==> config.mk <==
export PLATFORM = sky130hd
export DESIGN_NAME = adder_window_accum
export DESIGN_NICKNAME = d
export VERILOG_FILES = /design/src/rtl/adder_window_accum.sv
export SDC_FILE = /design/constraint.sdc
export NUM_CORES = 1
export LEC_CHECK = 0
export ABC_AREA = 1
export CELL_PAD_IN_SITES_DETAIL_PLACEMENT = 0
export CELL_PAD_IN_SITES_GLOBAL_PLACEMENT = 2
export CORE_UTILIZATION = 31
export CTS_CLUSTER_DIAMETER = 150
export CTS_CLUSTER_SIZE = 28
export DETAILED_ROUTE_END_ITERATION = 8
export PLACE_DENSITY = 0.87
export RECOVER_POWER = 100
export SLEW_MARGIN = 20
export SYNTH_ARGS = -nofsm -noshare
export SYNTH_HDL_FRONTEND = slang
export SYNTH_SLANG_ARGS = --single-unit
export TNS_END_PERCENT = 5
==> constraint.sdc <==
create_clock -name clk -period 2.1 [get_ports clk]
set_input_delay 0.63 -clock clk [delete_from_list [all_inputs] [get_ports clk]]
set_output_delay 0.63 -clock clk [all_outputs]
set_load 0.01 [all_outputs]
==> src/rtl/adder_window_accum.sv <==
// Windowed accumulator/max tracker for the adder stage result {c_out, sum}.
// Optional signature register enabled by macro ADDER_ACCUM_SIG_EN.
module adder_window_accum #(
  parameter int DATA_W  = 12,
  parameter int WIN_LEN = 100,
  parameter int ACC_W   = 20,
  parameter int CNT_W   = 7
) (
  input  logic              clk,
  input  logic              resetn,
  input  logic              start,
  input  logic              in_valid,
  input  logic [DATA_W-1:0] in_sum,
  input  logic              in_cout,
  output logic              busy,
  output logic              done,
  output logic [ACC_W-1:0]  acc_out,
  output logic [DATA_W:0]   max_out,
  output logic [CNT_W-1:0]  sample_cnt,
  output logic [15:0]       sig_out
);

  typedef enum logic [1:0] {
    IDLE  = 2'd0,
    ACCUM = 2'd1,
    DONE  = 2'd2
  } state_t;

  state_t             state_r;
  state_t             state_nx_s;
  logic               busy_r;
  logic               done_r;
  logic [ACC_W-1:0]   acc_r;
  logic [DATA_W:0]    max_r;
  logic [CNT_W-1:0]   cnt_r;
  logic [ACC_W-1:0]   acc_out_r;
  logic [DATA_W:0]    max_out_r;

  logic [DATA_W:0]    sample_s;
  logic               accept_s;
  logic               last_s;
  logic               clear_s;
  logic [ACC_W-1:0]   acc_nx_s;
  logic [DATA_W:0]    max_nx_s;

  assign sample_s = {in_cout, in_sum};
  assign accept_s = (state_r == ACCUM) && in_valid;
  assign last_s   = accept_s && (cnt_r == CNT_W'(WIN_LEN - 1));
  assign clear_s  = (state_r == IDLE) && start;

  // Running sum and maximum including the sample offered this cycle
  always_comb begin
    acc_nx_s = acc_r + {{(ACC_W-DATA_W-1){1'b0}}, sample_s};
    if (sample_s > max_r) begin
      max_nx_s = sample_s;
    end else begin
      max_nx_s = max_r;
    end
  end

  // Next-state logic
  always_comb begin
    state_nx_s = state_r;
    case (state_r)
      IDLE: begin
        if (start) begin
          state_nx_s = ACCUM;
        end else begin
          state_nx_s = IDLE;
        end
      end
      ACCUM: begin
        if (last_s) begin
          state_nx_s = DONE;
        end else begin
          state_nx_s = ACCUM;
        end
      end
      DONE:    state_nx_s = IDLE;
      default: state_nx_s = IDLE;
    endcase
  end

  // State register with busy/done registered from the next state
  always_ff @(posedge clk or negedge resetn) begin
    if (!resetn) begin
      state_r <= IDLE;
      busy_r  <= 1'b0;
      done_r  <= 1'b0;
    end else begin
      state_r <= state_nx_s;
      busy_r  <= (state_nx_s == ACCUM);
      done_r  <= (state_nx_s == DONE);
    end
  end

  // Window datapath; published results only move on window completion
  always_ff @(posedge clk or negedge resetn) begin
    if (!resetn) begin
      acc_r     <= {ACC_W{1'b0}};
      max_r     <= {(DATA_W+1){1'b0}};
      cnt_r     <= {CNT_W{1'b0}};
      acc_out_r <= {ACC_W{1'b0}};
      max_out_r <= {(DATA_W+1){1'b0}};
    end else if (clear_s) begin
      acc_r <= {ACC_W{1'b0}};
      max_r <= {(DATA_W+1){1'b0}};
      cnt_r <= {CNT_W{1'b0}};
    end else if (accept_s) begin
      acc_r <= acc_nx_s;
      max_r <= max_nx_s;
      cnt_r <= cnt_r + {{(CNT_W-1){1'b0}}, 1'b1};
      if (last_s) begin
        acc_out_r <= acc_nx_s;
        max_out_r <= max_nx_s;
      end
    end
  end

  assign busy       = busy_r;
  assign done       = done_r;
  assign acc_out    = acc_out_r;
  assign max_out    = max_out_r;
  assign sample_cnt = cnt_r;

`ifdef ADDER_ACCUM_SIG_EN
  logic [15:0] sig_r;
  logic [15:0] sig_out_r;

  function automatic logic [15:0] sig_step(input logic [15:0] sig, input logic [DATA_W:0] s);
    return {sig[14:0], sig[15]} ^ 16'(s);
  endfunction

  // Signature accumulates alongside the sum and publishes with it
  always_ff @(posedge clk or negedge resetn) begin
    if (!resetn) begin
      sig_r     <= 16'h0000;
      sig_out_r <= 16'h0000;
    end else if (clear_s) begin
      sig_r <= 16'h0000;
    end else if (accept_s) begin
      sig_r <= sig_step(sig_r, sample_s);
      if (last_s) begin
        sig_out_r <= sig_step(sig_r, sample_s);
      end
    end
  end

  assign sig_out = sig_out_r;
`else
  assign sig_out = 16'h0000;
`endif

endmodule
==> metrics.txt, run 1 <==
Slew HR 38.6%; Initial DRT Pass Iterations 4; initial DRC count 145; Synth Cell Area 4750 µm²; die footprint 15800 µm²; sequential share of the synthesized area 40.5%; Layout area overhead 31.3%; cells after synthesis around 630; Crit Path Category primary input to flip-flop; flop2flop setup slack between 0.15 and 0.2 ns; GRT Overall Usage 16.3%; clock root buffer master clkbuf_16; CTS tree done; final hold slack 0.364 ns; CTS Buf Count 9; sequential cell fraction of total power about 29%; R2R Path Start acc_r[0]; first-pass GRT wire length between 20000 and 25000 µm; final core occ 42.3%; clock power share 20.8%; Setup crit end kind flip-flop; Comb power frac 50.1%; Worst-Margin Slew 0.921 ns; Worst IR Drop VDD slightly below 0.5 mV; Hold WC Path Type primary input to async pin; PD cells 1210 nW/µm²; Final GP Congestion 0.829; CTS HTree Levels 3; Switch Pwr approximately 3 mW; register bit total from synthesis 77; Die H 126 µm; r2r worst-path depth 12; vias in the first global route 4093; layout cell share with drive strength beyond 1 14.9%; total grt overflow 0; initial antenna violation count 0; Vias/cell 4.56; LEAKAGE 3.41 nW; Core Box Area 14800 µm²; worst r2r dst acc_out[16]; antenna-violating nets left 0; # port buffers 58; hpwl dp 9070 µm; MaxCap Viol Count 0; crit path launch in_sum[8]; outcome completed; Max FO, Critical Path 10; Cell variety after synth 35; final slew viol count 0; CTS Sinks 77; nets 777; Crit path required time 2.33 ns; clock buffer depth 2; cts hold-fix bufs 0; largest net degree at the start of global routing 34; internal power between 4 and 5 mW; YS warnings 0; Starting Density 32.2%; Setup WS post-layout 0.0949 ns; n_diodes 0; final wirelength 12000 µm; Clock transition at path regs 0.06 ns; DR WL/cell ~13 µm; vias 4204; insertion delay to the later sink of the worst-skew pair about 0.34 ns; detailed-route DRC error count 0; Worst setup SP type primary input; IO Pins 75; fin crit share 95.5%; Die X approximately 130 µm; Final Setup Violations 0; fmax 499 MHz; worst slack at placement -0.669 ns; clock period minus worst slack 2.01 ns; FP Rows 44; RSZ-0062 raised after global routing true; Final Hold Fails 0; Worst setup endpoint max_out[5]; Data arrival, critical path 2.24 ns; syn_area_per_cell 7.60 µm²; switch share about two fifths; worst-case clock skew 0.00741 ns
[power by group through the flow]
| stage | Sequential, mW | Combinational [mW] | Clock, mW |
|---|---|---|---|
| global route | 2.27 | 4.32 | 1.69 |
| detailed placement | 2.19 | 3.67 | 0 |
| global placement | 2.18 | 3.63 | 0 |
| CTS | 2.20 | 3.84 | 1.64 |
| floorplan | 2.15 | 2.38 | 0 |
| finish | 2.20 | 3.80 | 1.58 |
[area by class of cell]
cell class / count / area, µm²
Multi-Input combinational cell: 456 / 2500
Clock inverter: 5 / 60.1
Sequential cell: 77 / 1930
Inverter: 76 / 288
Clock buffer: 11 / 243
Timing Repair Buffer: 112 / 992
Fill cell: 1540 / 8510
Tap cell: 184 / 230
[sequential cells by signal (all words and copies together), names as in the netlist]
name	flops
acc_out	20
acc_r	20
max_out	13
max_r	13
sample_cnt	7
state_r	2
busy	1
done	1
[layout by cell type, fill, tap and decap left out, types with 2 or more instances in the layout]
| master | instances |
|---|---|
| nor2_1 | 24 |
| xor2_1 | 2 |
| buf_4 | 44 |
| nand3b_1 | 12 |
| nand2_2 | 4 |
| clkbuf_1 | 5 |
| nand2_1 | 220 |
| nor3_1 | 5 |
| a21oi_2 | 3 |
| o21ai_0 | 22 |
| dlygate4sd2_1 | 11 |
| nand3_2 | 4 |
| xnor2_1 | 5 |
| or2_2 | 2 |
| conb_1 | 16 |
| ha_1 | 17 |
| nand4_1 | 2 |
| clkbuf_2 | 4 |
| clkbuf_16 | 9 |
| clkdlybuf4s50_1 | 7 |
| dfrtp_1 | 77 |
| nand2_4 | 12 |
| a22o_1 | 2 |
| o211ai_1 | 3 |
| and3_1 | 3 |
| nor2_4 | 2 |
| ha_4 | 9 |
| clkinv_4 | 2 |
| a21oi_1 | 16 |
| inv_2 | 3 |
| buf_12 | 4 |
| inv_1 | 72 |
| nand3_1 | 65 |
| dlygate4sd3_1 | 37 |
[synthesized netlist by cell type]
master	instances	area share (%)
buf_4	16	2.5
o22ai_1	1	0.13
a21o_1	1	0.16
nand3_2	2	0.42
nand3b_1	12	1.9
inv_1	72	5.7
clkbuf_4	1	0.16
dfrtp_1	77	41
nand2_4	12	2.8
a21oi_1	19	2.0
nand3_1	67	7.1
or2_2	2	0.26
nand4_1	2	0.26
nand2_2	4	0.53
o21bai_1	1	0.16
o211ai_1	3	0.47
conb_1	1	0.079
fa_1	1	0.42
clkbuf_1	4	0.32
ha_1	27	7.1
and3_1	3	0.39
a22o_1	2	0.37
xor2_1	2	0.37
nor3_1	5	0.53
buf_12	1	0.42
xnor2_1	5	0.92
nand2_1	220	17
nor2_1	24	1.9
buf_2	7	0.74
buf_6	3	0.71
inv_2	3	0.24
nor2_4	2	0.47
o21ai_0	22	2.3
inv_4	1	0.13
nor2_2	1	0.13
[critical path, stage by stage]
cell           delay [ns]
dlygate4sd2_1        0.30
ha_1                 0.33
nand2_1              0.07
inv_1                0.05
nand2_1              0.06
nand2_1              0.06
a21oi_2              0.19
nand2_4              0.10
nand2_4              0.09
buf_12               0.17
nand2_4              0.05
nand3_1              0.07
nand2_1              0.05
[per-layer routing]
metal,GRT usage [%],wire length [µm],up-vias
met5,0,0,-
met4,4.96,187,0
met3,4.46,380,17
met2,27.5,5720,72
met1,20.4,5690,1946
li1,-,-,2169
[cell families (layout without fill, tap and decap cells)]
group	after synthesis	count (layout)	synth area share [%]
other	1	16	0.0789
buffers and inverters	108	204	10.9
adder cells (fa/ha/maj)	28	28	7.53
AND/OR/NAND/NOR	356	356	34.1
flip-flops	77	77	40.5
XOR/XNOR	7	7	1.29
AO/OA/AOI/OAI	49	49	5.61
[worst min path at each step]
stage	from	endpoint	slack (ns)	depth (start not counted)
after floorplan	resetn	acc_out[0]	0.33	0
after global placement	max_r[7]	max_r[7]	0.46	2
after detailed placement	acc_out[15]	acc_out[15]	0.46	2
after CTS	resetn	max_r[1]	0.23	1
after global routing	resetn	max_r[1]	0.42	1
final	resetn	max_r[1]	0.36	1
[per-stage QoR]
| stage | std cells | power, mW | cell area (µm²) | setup TNS [ns] |
|---|---|---|---|---|
| after global placement | 904 | 5.81 | 5860 | -30.79 |
| after global routing | 921 | 8.28 | 6240 | -0.00701 |
| after detailed placement | 904 | 5.86 | 5860 | -31.91 |
| final | 921 | 7.58 | 6240 | 0 |
| after floorplan | 641 | 4.53 | 4810 | 0 |
| after CTS | 920 | 7.68 | 6270 | 0 |
[what timing repair did]
item,in CTS,in global routing
endpoints found under the setup margin,58,9
pin swaps,2,2
resized for setup,29,7
setup buffers,0,1
Note: power is estimated with default switching activity, not from simulation.
==> inputs of run 2 (changes only) <==
--- a/config.mk
+++ b/config.mk
@@ -14,6 +14,7 @@
 export DETAILED_ROUTE_END_ITERATION = 8
 export PLACE_DENSITY = 0.87
 export RECOVER_POWER = 100
+export SKIP_CTS_REPAIR_TIMING = 1
 export SLEW_MARGIN = 20
 export SYNTH_ARGS = -nofsm -noshare
 export SYNTH_HDL_FRONTEND = slang
==> metrics.txt, run 2 (synthesis results as in run 1) <==
Clock transition at path regs 0.06 ns (about the same); PD cells 1200 nW/µm² (-0.95%); Vias/cell 4.54 (-0.49%); detailed-route DRC error count 0 (unchanged); internal power 4.55 mW (-0.64%); clock buffer depth 2 (unchanged); GR Util met1 20.6% (+0.13 points); layout cell share with drive strength beyond 1 14.8% (-0.12 points); vias 4179 (-0.59%); worst-case clock skew 0.00752 ns (+0.000117 ns); initial DRC count 160 (+10%); Final Hold Fails 0 (unchanged); total grt overflow 0 (unchanged); Worst setup SP type flip-flop; global routing usage on met3 4.33% (-0.13 points); CTS Sinks 77 (unchanged); GRT Overall Usage 16.3% (-0.028 points); switch share 39.7% (+0.090 points); Final GP Congestion 0.829 (unchanged); FP Rows 44 (unchanged); Comb power frac 50.0% (about the same); Worst setup endpoint sample_cnt[5]; clock root buffer master clkbuf_16; Switch Pwr 3.00 mW (-0.27%); flop2flop setup slack 0.20 ns (about the same); worst path cell trace dlygate4sd3_1; Slew HR 38.5% (-0.076 points); Critical Path Stages 1 (-12); CTS tree done; insertion delay to the later sink of the worst-skew pair 0.34 ns (about the same); vias in the first global route 4073 (-0.49%); Setup crit end kind output pin; # port buffers 58 (unchanged); hpwl dp 9070 µm (unchanged); CTS Buf Count 9 (unchanged); r2r worst-path depth 11 (-1); n_diodes 0 (unchanged); Final Setup Violations 0 (unchanged); Crit path required time 1.47 ns (-0.86 ns); GR peak layer met2; Starting Density 32.2% (unchanged); Worst path max stage delay 0.62 ns (+0.29 ns); CTS HTree Levels 3 (unchanged); Filler Cell Count 1533 (-0.45%); final hold slack 0.366 ns (+0.00172 ns); fin crit share 95.6% (+0.13 points); RSZ-0062 raised after global routing false; crit path launch sample_cnt[5]; Worst-Margin Slew 0.922 ns (+0.00113 ns); Worst Path Buf+Inv 1 (-2); Data arrival, critical path 1.38 ns (-0.86 ns); Max FO, Critical Path 5 (-5); first-pass GRT wire length 20100 µm (-0.34%); fmax 498 MHz (-0.14%); Worst IR Drop VDD 0.496 mV (+0.41%); clock power share 20.9% (about the same); die footprint 15800 µm² (unchanged); sequential cell fraction of total power 29.1% (about the same); Initial DRT Pass Iterations 4 (unchanged); nets 776 (-0.13%); Crit Path Category flip-flop to output pin; Core Box Area 14800 µm² (unchanged); Worst path top cell family by delay buffers and inverters; Die X 126 µm (unchanged); outcome completed; met2 GRT Util 27.4% (-0.065 points); MaxCap Viol Count 0 (unchanged); Hold WC Path Type primary input to async pin; worst r2r dst max_out[5]; slowest CP cell dlygate4sd3_1; commonest non-fill, non-tap cell in the layout nand2_1; Layout area overhead 31.9%; DR WL/cell 13.0 µm (+0.13%); final wirelength 12000 µm (about the same); commonest non-fill, non-tap cells in the layout nand2_1, dfrtp_1, inv_1; antenna-violating nets left 0 (unchanged); LEAKAGE 3.49 nW (+2.4%); Tot Pwr 7.54 mW (-0.49%); largest net degree at the start of global routing 34 (unchanged); final slew viol count 0 (unchanged); initial antenna violation count 0 (unchanged); Die H 126 µm (unchanged); IO Pins 75 (unchanged); R2R Path Start max_r[12]; clock period minus worst slack 2.01 ns (+0.00282 ns)
[run 2: cell count changes in the layout (fill, tap and decap cells not counted), sizes merged, moves of 2 or more]
| cell | previous run | this run |
|---|---|---|
| buf | 48 | 41 |
| clkbuf | 19 | 26 |
| dlygate4sd3 | 37 | 39 |
| dlygate4sd2 | 11 | 0 |
| clkdlybuf4s50 | 7 | 5 |
| dlymetal6s2s | 0 | 11 |
[run 2: worst min path at each step]
stage / to / slack (ns) / cells past startpoint
2_1_floorplan: acc_out[0] / 0.33 / 0
3_3_place_gp: max_r[7] / 0.46 / 2
3_5_place_dp: acc_out[15] / 0.46 / 2
4_1_cts: max_r[1] / 0.23 / 1
5_1_grt: max_r[1] / 0.42 / 1
6_report: max_r[1] / 0.37 / 1
[run 2: final cells by class]
| class | count | area [µm²] | area share [%] |
|---|---|---|---|
| multi-input cells | 456 | 2490 | 39.8 |
| repair buffers | 111 | 1030 | 16.4 |
| inverters | 76 | 287 | 4.57 |
| clock buffers | 11 | 243 | 3.87 |
| flip-flops and latches | 77 | 1930 | 30.7 |
| well taps | 184 | 230 | 3.67 |
| clock inverters | 5 | 60.1 | 0.958 |
[run 2: through the flow]
| step | instances | util [%] | TNS (ns) | instance area (µm²) | setup WS [ns] |
|---|---|---|---|---|---|
| after floorplan | 641 | - | 0 | 4810 | 0.0181 |
| after global placement | 904 | 39.7 | -30.79 | 5860 | -0.615 |
| after detailed placement | 904 | 39.7 | -31.91 | 5860 | -0.669 |
| after CTS | 920 | 41.8 | -9.36 | 6160 | -0.289 |
| after global routing | 920 | 42.5 | 0 | 6270 | 0.0304 |
| final | 920 | 42.5 | 0 | 6270 | 0.0921 |
[run 2: power by group through the flow]
stage	Clock, mW	Sequential, mW	Combinational [mW]
4_1_cts	1.64	2.17	3.70
2_1_floorplan	0	2.15	2.38
3_5_place_dp	0	2.19	3.67
5_1_grt	1.69	2.26	4.29
3_3_place_gp	0	2.18	3.63
6_report	1.57	2.20	3.77
[run 2: metal layers]
| layer | vias to the layer above | wire (µm) |
|---|---|---|
| li1 | 2169 | - |
| met1 | 1932 | 5660 |
| met2 | 67 | 5820 |
| met3 | 11 | 375 |
| met4 | 0 | 129 |
| met5 | - | 0 |
==> inputs of run 3 (changes only) <==
==> constraint.sdc (replaced) <==
create_clock -name clk -period 2.19 [get_ports clk]
set_input_delay 0.657 -clock clk [delete_from_list [all_inputs] [get_ports clk]]
set_output_delay 0.657 -clock clk [all_outputs]
set_load 0.01 [all_outputs]
==> metrics.txt, run 3 (synthesis results as in run 1) <==
outcome finished with violations; failing checks max-capacitance violations, max-slew violations; nets 775 (-0.13%); DR WL/cell 13.1 µm (+0.48%); clock buffer depth 2 (unchanged); worst path cell trace dlygate4sd3_1; vias 4172 (-0.17%); insertion delay to the later sink of the worst-skew pair 0.34 ns (about the same); Worst path max stage delay 0.62 ns (about the same); n_diodes 0 (unchanged); antenna-violating nets left 0 (unchanged); Storage cell area 1930 µm² (unchanged); final hold slack 0.469 ns (+0.103 ns); fin crit share 93.7%; # port buffers 58 (unchanged); worst-case clock skew 0.00368 ns (-0.00385 ns); IO Pins 75 (unchanged); vias in the first global route 4082 (+0.22%); Core Box Area 14800 µm² (unchanged); LEAKAGE 3.47 nW (-0.40%); Setup crit end kind output pin; GRT Overall Usage 16.2% (-0.071 points); clock period minus worst slack 2.05 ns; CTS tree done; commonest non-fill, non-tap cells in the layout nand2_1, dfrtp_1, inv_1; Layout area overhead 31.4%; die footprint 15800 µm² (unchanged); Starting Density 32.2% (unchanged); initial DRC count 182 (+14%); Worst path top cell family by delay buffers and inverters; Die H 126 µm (unchanged); Die X 126 µm (unchanged); Slew HR -3.60% (-42 points); Crit Path Category flip-flop to output pin; Tot Pwr 7.33 mW (-2.8%); first-pass GRT wire length 20100 µm (-0.34%); detailed-route DRC error count 0 (unchanged); Initial DRT Pass Iterations 4 (unchanged); final wirelength 12000 µm (+0.37%); commonest non-fill, non-tap cell in the layout nand2_1; Final Setup Violations 0 (unchanged); Vias/cell 4.54 (about the same); Final GP Congestion 0.830 (+0.17%); Clock transition at path regs 0.06 ns (about the same); initial antenna violation count 0 (unchanged); clock root buffer master clkbuf_16; worst slack at placement -0.591 ns (+0.0772 ns); Filler Cell Count 1522 (-0.72%); Setup WS post-layout 0.138 ns (+0.0461 ns); area of the multi-input gates 2460 µm² (-1.5%); Crit path required time 1.53 ns (+0.06 ns); Max FO, Critical Path 6 (+1); total grt overflow 0 (unchanged); RSZ-0062 raised after global routing false; slowest CP cell dlygate4sd3_1; CTS Sinks 77 (unchanged); Final Hold Fails 0 (unchanged); Worst setup SP type flip-flop; Hold WC Path Type flip-flop to flip-flop; MaxCap Viol Count 1 (+1); fmax 487 MHz; hpwl dp 8940 µm (-1.4%); final slew viol count 27 (+27); Data arrival, critical path 1.39 ns (about the same); final core occ 42.3% (-0.17 points); CTS HTree Levels 3 (unchanged); layout cell share with drive strength beyond 1 13.7% (-1.1 points); Worst IR Drop VDD 0.488 mV (-1.6%); PD cells 1170 nW/µm² (-2.4%); Worst Path Buf+Inv 1 (unchanged); Worst-Margin Slew 1.55 ns (+0.632 ns); CTS Buf Count 9 (unchanged); largest net degree at the start of global routing 34 (unchanged); FP Rows 44 (unchanged)
## run 3: cell type report
type | instances | share of cell area (%)
Inverter | 76 | 4.59
Clock buffer | 9 | 3.61
Tap cell | 184 | 3.69
Clock inverter | 7 | 1.82
Sequential cell | 77 | 30.8
Multi-Input combinational cell | 456 | 39.3
Timing Repair Buffer | 110 | 16.1
## run 3: report_power, final
group / total [mW] / leakage [nW] / internal [mW] / switching [mW]
Clock: 1.73 / 0.169 / 1.11 / 0.618
Sequential: 2.10 / 0.997 / 1.79 / 0.313
Combinational: 3.50 / 2.31 / 1.59 / 1.91
Total: 7.33 / 3.47 / 4.49 / 2.84
## run 3: routing by layer
layer / up-vias / part of all wire, % / track usage (%)
met4: 0 / 1.3 / 6.17
met5: - / 0 / 0
met3: 9 / 2.8 / 3.40
met2: 65 / 48 / 27.4
li1: 2161 / - / -
met1: 1937 / 48 / 20.5
## run 3: path summary, 6_finish.rpt
| kind | endpoint | cells after the start | from | slack [ns] |
|---|---|---|---|---|
| worst min-delay path | max_out[7] | 2 | max_out[7] | 0.47 |
| max in group asynchronous | acc_out[15] | 2 | resetn | 0.47 |
| worst max register to register | max_out[12] | 11 | max_r[11] | 0.27 |
| min in group asynchronous | acc_out[7] | 1 | resetn | 0.69 |
| worst min register to register | max_out[7] | 2 | max_out[7] | 0.47 |
| worst max-delay path | sample_cnt[2] | 1 | sample_cnt[2] | 0.14 |
## run 3: worst reg2reg max path, cell delays in order, from the launching register on
cell	delay (ns)
dfrtp_1	0.37
inv_1	0.11
ha_1	0.25
nand2_2	0.10
inv_1	0.04
nand2_1	0.05
nand2_1	0.05
a21oi_1	0.25
nand2_4	0.10
buf_4	0.20
o211ai_1	0.21
nand2_1	0.07
## run 3: metrics by stage
step	cells	area, µm²	setup TNS [ns]
final	919	6250	0
after detailed placement	903	5840	-27.89
after floorplan	641	4810	0
after global routing	919	6250	0
after CTS	919	6180	-5.99
after global placement	903	5840	-26.83
